===== config.mk =====
export PLATFORM = sky130hd
export DESIGN_NAME = vga_output
export DESIGN_NICKNAME = d
export VERILOG_FILES = /design/src/rtl/vga_timing_pkg.sv /design/src/rtl/vga_sync_counter.sv /design/src/rtl/vga_output.sv
export SDC_FILE = /design/constraint.sdc
export NUM_CORES = 1
export LEC_CHECK = 0
export BUFFER_PORTS_ARGS = -buffer_cell sky130_fd_sc_hd__buf_2
export CAP_MARGIN = 0
export CORE_ASPECT_RATIO = 0.7
export CORE_MARGIN = 2
export CORE_UTILIZATION = 57
export DETAILED_ROUTE_END_ITERATION = 8
export PLACE_DENSITY = 0.77
export SLEW_MARGIN = 0
export SYNTH_ARGS = -nofsm -noshare
export SYNTH_HDL_FRONTEND = slang
export SYNTH_SLANG_ARGS = --single-unit

===== constraint.sdc =====
create_clock -name OSC48M -period 3 [get_ports OSC48M]
set_input_delay 0.15 -clock OSC48M [delete_from_list [all_inputs] [get_ports OSC48M]]
set_output_delay 0.15 -clock OSC48M [all_outputs]
set_load 0.1 [all_outputs]

===== src/rtl/vga_timing_pkg.sv =====
// Shared VGA 640x480 timing constants, colour-bar table and RGB payload type.
package vga_timing_pkg;

   localparam int unsigned H_ACTIVE = 640;
   localparam int unsigned H_FP     = 16;
   localparam int unsigned H_SYNC   = 96;
   localparam int unsigned H_BP     = 48;
   localparam int unsigned H_TOTAL  = H_ACTIVE + H_FP + H_SYNC + H_BP;

   localparam int unsigned V_ACTIVE = 480;
   localparam int unsigned V_FP     = 10;
   localparam int unsigned V_SYNC   = 2;
   localparam int unsigned V_BP     = 33;
   localparam int unsigned V_TOTAL  = V_ACTIVE + V_FP + V_SYNC + V_BP;

   localparam int unsigned H_SYNC_START = H_ACTIVE + H_FP;
   localparam int unsigned H_SYNC_END   = H_SYNC_START + H_SYNC - 1;
   localparam int unsigned V_SYNC_START = V_ACTIVE + V_FP;
   localparam int unsigned V_SYNC_END   = V_SYNC_START + V_SYNC - 1;

   localparam int unsigned BAR_N     = 8;
   localparam int unsigned BAR_W     = H_ACTIVE / BAR_N;
   localparam int unsigned BAR_IDX_W = 3;
   localparam int unsigned BAR_POS_W = 7;
   localparam int unsigned CNT_W     = 10;
   localparam int unsigned CH_W      = 4;

   typedef struct packed {
      logic [CH_W-1:0] red;
      logic [CH_W-1:0] green;
      logic [CH_W-1:0] blue;
   } rgb_t;

   // Bar colours, index 0 (white, left) .. 7 (black, right)
   localparam logic [BAR_N-1:0][3*CH_W-1:0] BAR_RGB = {
      12'h000,   // 7 black
      12'h00F,   // 6 blue
      12'hF00,   // 5 red
      12'hF0F,   // 4 magenta
      12'h0F0,   // 3 green
      12'h0FF,   // 2 cyan
      12'hFF0,   // 1 yellow
      12'hFFF    // 0 white
   };

endpackage


===== src/rtl/vga_sync_counter.sv =====
// Pixel/line counters with sync, active-region and colour-bar index generation.
module vga_sync_counter #(
   parameter int unsigned H_ACTIVE = vga_timing_pkg::H_ACTIVE,
   parameter int unsigned H_FP     = vga_timing_pkg::H_FP,
   parameter int unsigned H_SYNC   = vga_timing_pkg::H_SYNC,
   parameter int unsigned H_BP     = vga_timing_pkg::H_BP,
   parameter int unsigned V_ACTIVE = vga_timing_pkg::V_ACTIVE,
   parameter int unsigned V_FP     = vga_timing_pkg::V_FP,
   parameter int unsigned V_SYNC   = vga_timing_pkg::V_SYNC,
   parameter int unsigned V_BP     = vga_timing_pkg::V_BP
) (
   input  logic       clk,
   input  logic       rst,
   input  logic       tick,
   output logic [2:0] bar,
   output logic       hsync_c,
   output logic       vsync_c,
   output logic       active_c
);
   import vga_timing_pkg::*;

   localparam int unsigned H_TOT = H_ACTIVE + H_FP + H_SYNC + H_BP;
   localparam int unsigned V_TOT = V_ACTIVE + V_FP + V_SYNC + V_BP;

   localparam logic [CNT_W-1:0] H_LAST   = CNT_W'(H_TOT - 1);
   localparam logic [CNT_W-1:0] V_LAST   = CNT_W'(V_TOT - 1);
   localparam logic [CNT_W-1:0] H_ACT    = CNT_W'(H_ACTIVE);
   localparam logic [CNT_W-1:0] V_ACT    = CNT_W'(V_ACTIVE);
   localparam logic [CNT_W-1:0] HS_START = CNT_W'(H_ACTIVE + H_FP);
   localparam logic [CNT_W-1:0] HS_END   = CNT_W'(H_ACTIVE + H_FP + H_SYNC - 1);
   localparam logic [CNT_W-1:0] VS_START = CNT_W'(V_ACTIVE + V_FP);
   localparam logic [CNT_W-1:0] VS_END   = CNT_W'(V_ACTIVE + V_FP + V_SYNC - 1);
   localparam logic [BAR_POS_W-1:0] BAR_LAST = BAR_POS_W'(BAR_W - 1);

   logic [CNT_W-1:0]     hcnt;
   logic [CNT_W-1:0]     vcnt;
   logic [BAR_POS_W-1:0] bar_pos;

   // Advance pixel/line counters and the bar tracker on each pixel tick
   always_ff @(posedge clk) begin
      if (rst) begin
         hcnt    <= '0;
         vcnt    <= '0;
         bar_pos <= '0;
         bar     <= '0;
      end else if (tick) begin
         if (hcnt == H_LAST) begin
            hcnt    <= '0;
            bar_pos <= '0;
            bar     <= '0;
            if (vcnt == V_LAST) begin
               vcnt <= '0;
            end else begin
               vcnt <= vcnt + CNT_W'(1);
            end
         end else begin
            hcnt <= hcnt + CNT_W'(1);
            // bar index = hcnt / BAR_W, tracked by a sub-bar position counter
            if (bar_pos == BAR_LAST) begin
               bar_pos <= '0;
               bar     <= bar + 3'(1);
            end else begin
               bar_pos <= bar_pos + BAR_POS_W'(1);
            end
         end
      end
   end

   // Active-low syncs and active-region flag for the current position
   always_comb begin
      hsync_c  = ~((hcnt >= HS_START) && (hcnt <= HS_END));
      vsync_c  = ~((vcnt >= VS_START) && (vcnt <= VS_END));
      active_c = (hcnt < H_ACT) && (vcnt < V_ACT);
   end

endmodule


===== src/rtl/vga_output.sv =====
// VGA 640x480 timing and 8-bar colour test pattern, pixel clock = OSC48M/2.
module vga_output #(
   parameter int unsigned H_ACTIVE = vga_timing_pkg::H_ACTIVE,
   parameter int unsigned H_FP     = vga_timing_pkg::H_FP,
   parameter int unsigned H_SYNC   = vga_timing_pkg::H_SYNC,
   parameter int unsigned H_BP     = vga_timing_pkg::H_BP,
   parameter int unsigned V_ACTIVE = vga_timing_pkg::V_ACTIVE,
   parameter int unsigned V_FP     = vga_timing_pkg::V_FP,
   parameter int unsigned V_SYNC   = vga_timing_pkg::V_SYNC,
   parameter int unsigned V_BP     = vga_timing_pkg::V_BP
) (
   input  logic       OSC48M,
   input  logic       RST,
   output logic       VSYNCX,
   output logic       HSYNCX,
   output logic       DCLK,
   output logic [3:0] RED,
   output logic [3:0] GREEN,
   output logic [3:0] BLUE
);
   import vga_timing_pkg::*;

   logic       tick;
   logic [2:0] bar;
   logic       hsync_c;
   logic       vsync_c;
   logic       active_c;
   rgb_t       rgb;

   // One pixel per two oscillator cycles: tick while DCLK is high, so outputs move as DCLK falls
   assign tick = DCLK;

   vga_sync_counter #(
      .H_ACTIVE (H_ACTIVE),
      .H_FP     (H_FP),
      .H_SYNC   (H_SYNC),
      .H_BP     (H_BP),
      .V_ACTIVE (V_ACTIVE),
      .V_FP     (V_FP),
      .V_SYNC   (V_SYNC),
      .V_BP     (V_BP)
   ) u_sync_counter (
      .clk      (OSC48M),
      .rst      (RST),
      .tick     (tick),
      .bar      (bar),
      .hsync_c  (hsync_c),
      .vsync_c  (vsync_c),
      .active_c (active_c)
   );

   // Pixel clock divider and registered sync/RGB output stage
   always_ff @(posedge OSC48M) begin
      if (RST) begin
         DCLK   <= 1'b0;
         HSYNCX <= 1'b1;
         VSYNCX <= 1'b1;
         rgb    <= '0;
      end else begin
         DCLK <= ~DCLK;
         if (tick) begin
            HSYNCX <= hsync_c;
            VSYNCX <= vsync_c;
            rgb    <= active_c ? rgb_t'(BAR_RGB[bar]) : '0;
         end
      end
   end

   assign RED   = rgb.red;
   assign GREEN = rgb.green;
   assign BLUE  = rgb.blue;

endmodule


==> results of run 1 <==
-- cell type report --
cell class / instances / area share [%]
multi-input cells: 139 / 45.9
clock buffers: 6 / 4.33
inverters: 8 / 1.58
repair buffers: 17 / 4.60
flip-flops and latches: 39 / 41.0
well taps: 36 / 2.36
clock inverters: 1 / 0.263
-- per-stage QoR --
step                      std cells  utilization [%]
after floorplan                 199                -
after global placement          239             63.1
after detailed placement        239             63.1
after CTS                       246             66.1
after global routing            246             66.1
final                           246             66.1
-- Yosys cell counts (all sizes together), types with 2 or more instances --
library cell / n / area (µm²)
a21oi: 11 / 55.1
a22o: 5 / 43.8
and3: 2 / 12.5
buf: 10 / 78.8
clkbuf: 3 / 11.3
dfxtp: 39 / 781
ha: 6 / 75.1
inv: 8 / 30.0
nand2: 13 / 48.8
nand3: 9 / 45.0
nand4: 8 / 50.1
nor2: 21 / 78.8
nor2b: 2 / 12.5
nor3: 7 / 35.0
nor4: 3 / 18.8
nor4bb: 2 / 20.0
o21ai: 8 / 40.0
o31ai: 4 / 30.0
or2: 3 / 18.8
or3: 4 / 25.0
or4: 5 / 41.3
xnor2: 8 / 70.1
xor2: 8 / 70.1
-- registers in the layout, summed over array words and instances (netlist names), named ones only --
signal,count
BLUE,1
DCLK,1
GREEN,1
HSYNCX,1
RED,1
VSYNCX,1
u_sync_counter.bar,3
u_sync_counter.bar_pos,7
u_sync_counter.hcnt,10
u_sync_counter.vcnt,10
-- kinds of logic after synthesis --
kind of cell	count (synthesis)	share of synthesized area, %
fa+ha+maj	6	4.23
simple gates	85	25.7
xor+xnor	16	7.89
flops	39	44.0
mux	1	0.564
compound gates	31	10.9
buf+inv	21	6.77
-- path summary, 6_finish.rpt --
kind / endpoint / slack (ns) / from
worst max register to register: u_sync_counter.vcnt[5] / 0.74 / u_sync_counter.hcnt[5]
worst min-delay path: u_sync_counter.vcnt[1] / 0.11 / RST
worst max-delay path: u_sync_counter.vcnt[5] / 0.74 / u_sync_counter.hcnt[5]
worst min register to register: GREEN[2] / 0.44 / register
-- power groups by stage --
stage / clock, mW / sequential, mW / combinational [mW]
6_report: 0.347 / 0.536 / 0.156
4_1_cts: 0.356 / 0.536 / 0.156
2_1_floorplan: 0 / 0.580 / 0.114
5_1_grt: 0.381 / 0.537 / 0.162
3_5_place_dp: 0 / 0.548 / 0.155
3_3_place_gp: 0 / 0.547 / 0.155
-- metal layers --
layer	global-route usage, %	up-vias	part of all wire [%]
met5	0	-	0
met4	4.72	0	0.87
met3	5.42	5	7.0
met2	32.2	53	43
met1	27.6	657	49
li1	-	714	-
==> Flow_metrics.wiki, run 1 <==
{| class="wikitable"
! Metric !! Value
|-
| Status || completed
|-
| Worst setup SP type || register
|-
| Critical Path, Cell by Cell || or4b_4 > or4_4 > or4_1 > a21oi_1
|-
| Fraction of power spent switching nets || 29.8%
|-
| TritonCTS buffer count || 5
|-
| Final-layout worst hold slack || 0.115 ns
|-
| Share of post-route cells with drive strength above 1 || 14.3%
|-
| Commonest non-fill, non-tap cells in the layout || 39 x dfxtp_1, 21 x nor2_1, 16 x buf_2, 13 x nand2_1, 11 x a21oi_1
|-
| Number of remaining DRC errors || 0
|-
| Final total negative setup slack || 0 ns
|-
| Share of the clock period used by the worst path after layout || 75.4%
|-
| Total non-filler cell area in the finished layout || 1910 µm²
|-
| Multi-input gate area || 875 µm²
|-
| I/O pin cnt || 17
|-
| Number of synthesized flops with an enable pin || 0
|-
| Clock network latency to the later pin of the worst-skew pair || 0.29 ns
|-
| Synth Instances || 199
|-
| Maximum fanout count along the critical path || 20
|-
| Number of hold buffers added after cts || 0
|-
| Endpoint class of the critical path || register
|-
| Wire length of the first global-routing pass || 5730 µm
|-
| Crit path setup slack, layout || 0.738 ns
|-
| Iteration-0 DRC Markers || 114
|-
| Die span in y || 50.7 µm
|-
| Area growth from synthesis to layout || 7.33%
|-
| Maximum count of clock buffers along a single path || 2
|-
| Placed inst area || 1820 µm²
|-
| Nets in the synthesized netlist || 207
|-
| Share of power burned in the clock network || 33.4%
|-
| Most common cell after layout, fill and taps aside || dfxtp_1
|-
| Longest individual stage delay on the worst path || 0.56 ns
|-
| Yosys cell types || 36
|-
| Via density || 5.81
|-
| Routed WL per cell || 13.6 µm
|-
| Leakage || 0.699 nW
|-
| Cell type group with the largest total delay on the critical path || simple AND/OR/NAND/NOR gates
|-
| Worst R2R Path Depth || 4
|-
| Pin count of the biggest net entering global routing || 21
|-
| Endpoints failing setup || 0
|-
| Clock sinks || 39
|-
| TritonCTS clock tree || built
|-
| Number of logic stages on the critical path including buffering || 4
|-
| Worst-path clk slew || 0.07 ns
|-
| Combinational Power Share || 15.0%
|-
| Transition time of the tightest slew-check pin || 0.600 ns
|-
| H-tree depth reported by CTS || 2
|-
| Cell-internal power || 0.729 mW
|-
| Global placement routability congestion || 0.815
|-
| Post-cts repair resize count || 0
|-
| Via count || 1,429
|-
| Count of nets after finishing || 218
|-
| Count of antenna-violating nets left after detailed routing || 0
|-
| Number of antenna violations at the first check in global routing || 0
|-
| Max-slew violation count || 0
|-
| Switching power total || 0.310 mW
|-
| Placeable core region || 2880 µm²
|-
| Number of detailed-routing iterations run before antenna repair || 4
|-
| Number of cells traversed by the worst hold path || 2
|-
| Die outline width || 70.7 µm
|-
| Sequential cell fraction of total power || 51.6%
|-
| #FFs+latches synth || 39
|-
| Critical path class || register to register
|-
| Worst Path Required || 3.21 ns
|-
| Fill cells || 245
|-
| Classification of the worst-slack hold path || input pin to register
|-
| Count of standard-cell rows || 16
|-
| Worst-case vdd ir drop || 0.364 mV
|-
| Min Tclk post-route || 2.26 ns
|-
| Mapped Avg Cell Area || 8.92 µm²
|-
| Fin Clk Skew || 0.00849 ns
|-
| Slowest cell on crit path || or4b_4
|-
| Vias in the first global route || 1,257
|-
| Max transition margin || 59.8%
|-
| Setup slack after placement || 0.758 ns
|-
| Register area || 781 µm²
|-
| Root Buffer || clkbuf_8
|-
| Total grt overflow || 0
|-
| Sequential cell area fraction in the yosys report || 44.0%
|-
| Setup repair after global routing missed its margin || false
|-
| Highest attainable clock frequency || 442 MHz
|-
| Overall Global Routing Usage || 20.3%
|-
| Ys Warns || 0
|-
| Power consumption || 1.04 mW
|-
| Sum of buffers and inverters on the critical path || 0
|-
| Antenna Diode Count || 0
|-
| Data arrival time of the worst path || 2.47 ns
|-
| FFs w/ async S/R, synth || 0%
|-
| Initial core utilization || 61.6%
|-
| Buffers added on ports || 16
|-
| Max cap viols || 0
|-
| Post-synthesis cell area || 1780 µm²
|-
| Setup fix buffers added after clock tree synthesis || 0
|-
| PD cells || 545 nW/µm²
|-
| Number of failing hold endpoints at the final stage || 0
|-
| Dominant register cell in the synthesized netlist || dfxtp_1
|-
| Die area || 3580 µm²
|-
| DPL Wire Length || 2420 µm
|-
| Final wirelength || 3340 µm
|}
No activity file was read; power rests on OpenSTA's default activity.
==> inputs of run 2 (changes only) <==
- CORE_UTILIZATION: 57 -> 52
- PLACE_DENSITY: 0.77 -> 0.74
- clock period: 3 -> 2 ns (I/O delays scaled with it)
==> Flow_metrics.wiki, run 2 (synthesis gave the netlist of run 1 again) <==
{| class="wikitable"
! Metric !! Value
|-
| Power consumption || 1.71 mW (+65%)
|-
| Area growth from synthesis to layout || 19.7%
|-
| Worst r2r dst || u_sync_counter.vcnt[5]
|-
| TritonCTS buffer count || 5 (unchanged)
|-
| Commonest non-fill, non-tap cells in the layout || 37 x dfxtp_1, 21 x nor2_1, 16 x buf_2, 15 x buf_4, 13 x nand2_1
|-
| Via count || 1,553 (+8.7%)
|-
| Global placement routability congestion || 0.847 (+3.9%)
|-
| Placed inst area || 1970 µm² (+8.3%)
|-
| Worst setup SP type || register
|-
| Count of standard-cell rows || 17 (+1)
|-
| Crit path setup slack, layout || -0.0873 ns (-0.825 ns)
|-
| Hold Crit Start || RST
|-
| Sum of buffers and inverters on the critical path || 0 (unchanged)
|-
| Worst-case vdd ir drop || 0.497 mV (+36%)
|-
| Violations in the final reports || negative setup slack
|-
| Share of power burned in the clock network || 38.7% (+5.3 points)
|-
| Die area || 3910 µm² (+8.9%)
|-
| Count of antenna-violating nets left after detailed routing || 0 (unchanged)
|-
| Overall Global Routing Usage || 22.6% (+2.4 points)
|-
| Fill cells || 271 (+11%)
|-
| Initial core utilization || 55.3% (-6.3 points)
|-
| Status || finished, violations left
|-
| Worst-path clk slew || 0.08 ns (about the same)
|-
| I/O pin cnt || 17 (unchanged)
|-
| Maximum count of clock buffers along a single path || 2 (unchanged)
|-
| PD cells || 806 nW/µm² (+48%)
|-
| Critical Path, Cell by Cell || or4b_4 > or4_4 > or4_4 > a21oi_1
|-
| Antenna Diode Count || 0 (unchanged)
|-
| Final wirelength || 3880 µm (+16%)
|-
| Multi-input gate area || 913 µm² (+4.4%)
|-
| Max-slew violation count || 0 (unchanged)
|-
| Switching power total || 0.509 mW (+64%)
|-
| Total grt overflow || 0 (unchanged)
|-
| Number of cells traversed by the worst hold path || 2 (unchanged)
|-
| Wire length of the first global-routing pass || 6510 µm (+14%)
|-
| Cell type group with the largest total delay on the critical path || simple AND/OR/NAND/NOR gates
|-
| Setup repair after global routing missed its margin || true
|-
| H-tree depth reported by CTS || 2 (unchanged)
|-
| Worst R2R Path Depth || 4 (unchanged)
|-
| Iteration-0 DRC Markers || 130 (+14%)
|-
| Transition time of the tightest slew-check pin || 0.485 ns (-0.114 ns)
|-
| Critical path class || register to register
|-
| Clock network latency to the later pin of the worst-skew pair || 0.30 ns (about the same)
|-
| Fraction of power spent switching nets || 29.7% (-0.12 points)
|-
| Maximum fanout count along the critical path || 5 (-75%)
|-
| Max cap viols || 0 (unchanged)
|-
| Number of remaining DRC errors || 0 (unchanged)
|-
| Vias in the first global route || 1,401 (+11%)
|-
| Highest attainable clock frequency || 479 MHz (+8.4%)
|-
| Number of antenna violations at the first check in global routing || 0 (unchanged)
|-
| Worst Path Required || 2.24 ns (-0.97 ns)
|-
| Clock sinks || 39 (unchanged)
|-
| Placeable core region || 3210 µm² (+11%)
|-
| Share of post-route cells with drive strength above 1 || 25.0% (+11 points)
|-
| Slowest cell on crit path || or4b_4
|-
| Endpoint class of the critical path || register
|-
| Count of nets after finishing || 235 (+7.8%)
|-
| Leakage || 0.802 nW (+15%)
|-
| Data arrival time of the worst path || 2.32 ns (-0.15 ns)
|-
| Longest individual stage delay on the worst path || 0.55 ns (about the same)
|-
| TritonCTS clock tree || built
|-
| Classification of the worst-slack hold path || input pin to register
|-
| Beginning of the worst register-to-register path || u_sync_counter.hcnt[5]
|-
| Root Buffer || clkbuf_8
|-
| Share of the clock period used by the worst path after layout || 104% (+29 points)
|-
| Number of detailed-routing iterations run before antenna repair || 4 (unchanged)
|-
| FF-to-FF setup slack || -0.09 ns (-0.82 ns)
|-
| Most common cell after layout, fill and taps aside || dfxtp_1
|-
| Buffers added on ports || 16 (unchanged)
|-
| Setup fix buffers added after clock tree synthesis || 0 (unchanged)
|-
| Worst min-delay path endpoint || u_sync_counter.vcnt[0]
|-
| Sequential cell fraction of total power || 46.9% (-4.7 points)
|-
| Combinational Power Share || 14.4% (-0.6 points)
|-
| DPL Wire Length || 2760 µm (+14%)
|-
| Registers with the most flip-flops || u_sync_counter.hcnt x10, u_sync_counter.vcnt x10, u_sync_counter.bar_pos x7
|-
| Max transition margin || 67.9% (+8.1 points)
|-
| Die outline width || 73.8 µm (+4.4%)
|-
| Via density || 5.65 (-2.8%)
|-
| Routed WL per cell || 14.1 µm (+3.9%)
|-
| Setup slack after placement || -0.0832 ns (-0.841 ns)
|-
| Endpoints failing setup || 5 (+5)
|-
| Register area || 786 µm² (+0.64%)
|-
| Pin count of the biggest net entering global routing || 16 (-24%)
|-
| Total non-filler cell area in the finished layout || 2120 µm² (+11%)
|-
| Fin Clk Skew || 0.00921 ns (+0.000721 ns)
|-
| Die span in y || 52.9 µm (+4.3%)
|-
| Cell-internal power || 1.20 mW (+65%)
|-
| Number of failing hold endpoints at the final stage || 0 (unchanged)
|-
| Critical Path Most Common Cell || or4_4
|-
| Min Tclk post-route || 2.09 ns (-0.175 ns)
|}
==> run 2: stage by stage <==
stage / util [%] / instances / hold slack (ns) / TNS, ns
after floorplan: - / 199 / 0.169 / -0.362
after global placement: 61.3 / 266 / 0.351 / -0.0401
after detailed placement: 61.3 / 266 / 0.362 / -0.244
after CTS: 65.2 / 275 / 0.0390 / -0.245
after global routing: 66.1 / 275 / 0.0492 / -0.512
final: 66.1 / 275 / 0.0472 / -0.275
==> run 2: power groups by stage <==
stage	combinational (mW)	clock (mW)	sequential [mW]
4_1_cts	0.247	0.672	0.803
2_1_floorplan	0.171	0	0.870
6_report	0.247	0.662	0.803
5_1_grt	0.258	0.705	0.806
3_5_place_dp	0.247	0	0.822
3_3_place_gp	0.245	0	0.820
==> run 2: layer usage <==
| metal | up-vias | wire [µm] | track usage, % | part of all wire (%) |
|---|---|---|---|---|
| li1 | 755 | - | - | - |
| met1 | 737 | 1770 | 28.5 | 46 |
| met2 | 54 | 1800 | 35.1 | 46 |
| met3 | 7 | 237 | 8.00 | 6.1 |
| met4 | 0 | 73 | 9.39 | 1.9 |
| met5 | - | 0 | 0 | 0 |
==> run 2: timing repair <==
action                                  4_1_cts  5_1_grt
endpoints found under the setup margin        5        8
hold buffers                                  0        0
cloned                                        1        0
pin swaps                                     1        0
resized for setup                             1        9
==> run 2: cell type report <==
type / instances / area share (%)
Inverter: 8 / 1.41
Multi-Input combinational cell: 140 / 43.0
Timing Repair Buffer: 33 / 10.5
Sequential cell: 39 / 37.0
Clock inverter: 3 / 2.06
Clock buffer: 5 / 3.24
Tap cell: 47 / 2.77
==> run 2: how the worst max path moves through the flow <==
| stage | startpoint | endpoint | depth (start not counted) |
|---|---|---|---|
| after floorplan | u_sync_counter.hcnt[5] | u_sync_counter.vcnt[6] | 5 |
| after global placement | u_sync_counter.hcnt[5] | u_sync_counter.vcnt[5] | 4 |
| after detailed placement | u_sync_counter.hcnt[5] | u_sync_counter.vcnt[5] | 4 |
| after CTS | u_sync_counter.hcnt[5] | u_sync_counter.vcnt[5] | 4 |
| after global routing | u_sync_counter.hcnt[5] | u_sync_counter.vcnt[5] | 4 |
| final | u_sync_counter.hcnt[5] | u_sync_counter.vcnt[5] | 4 |
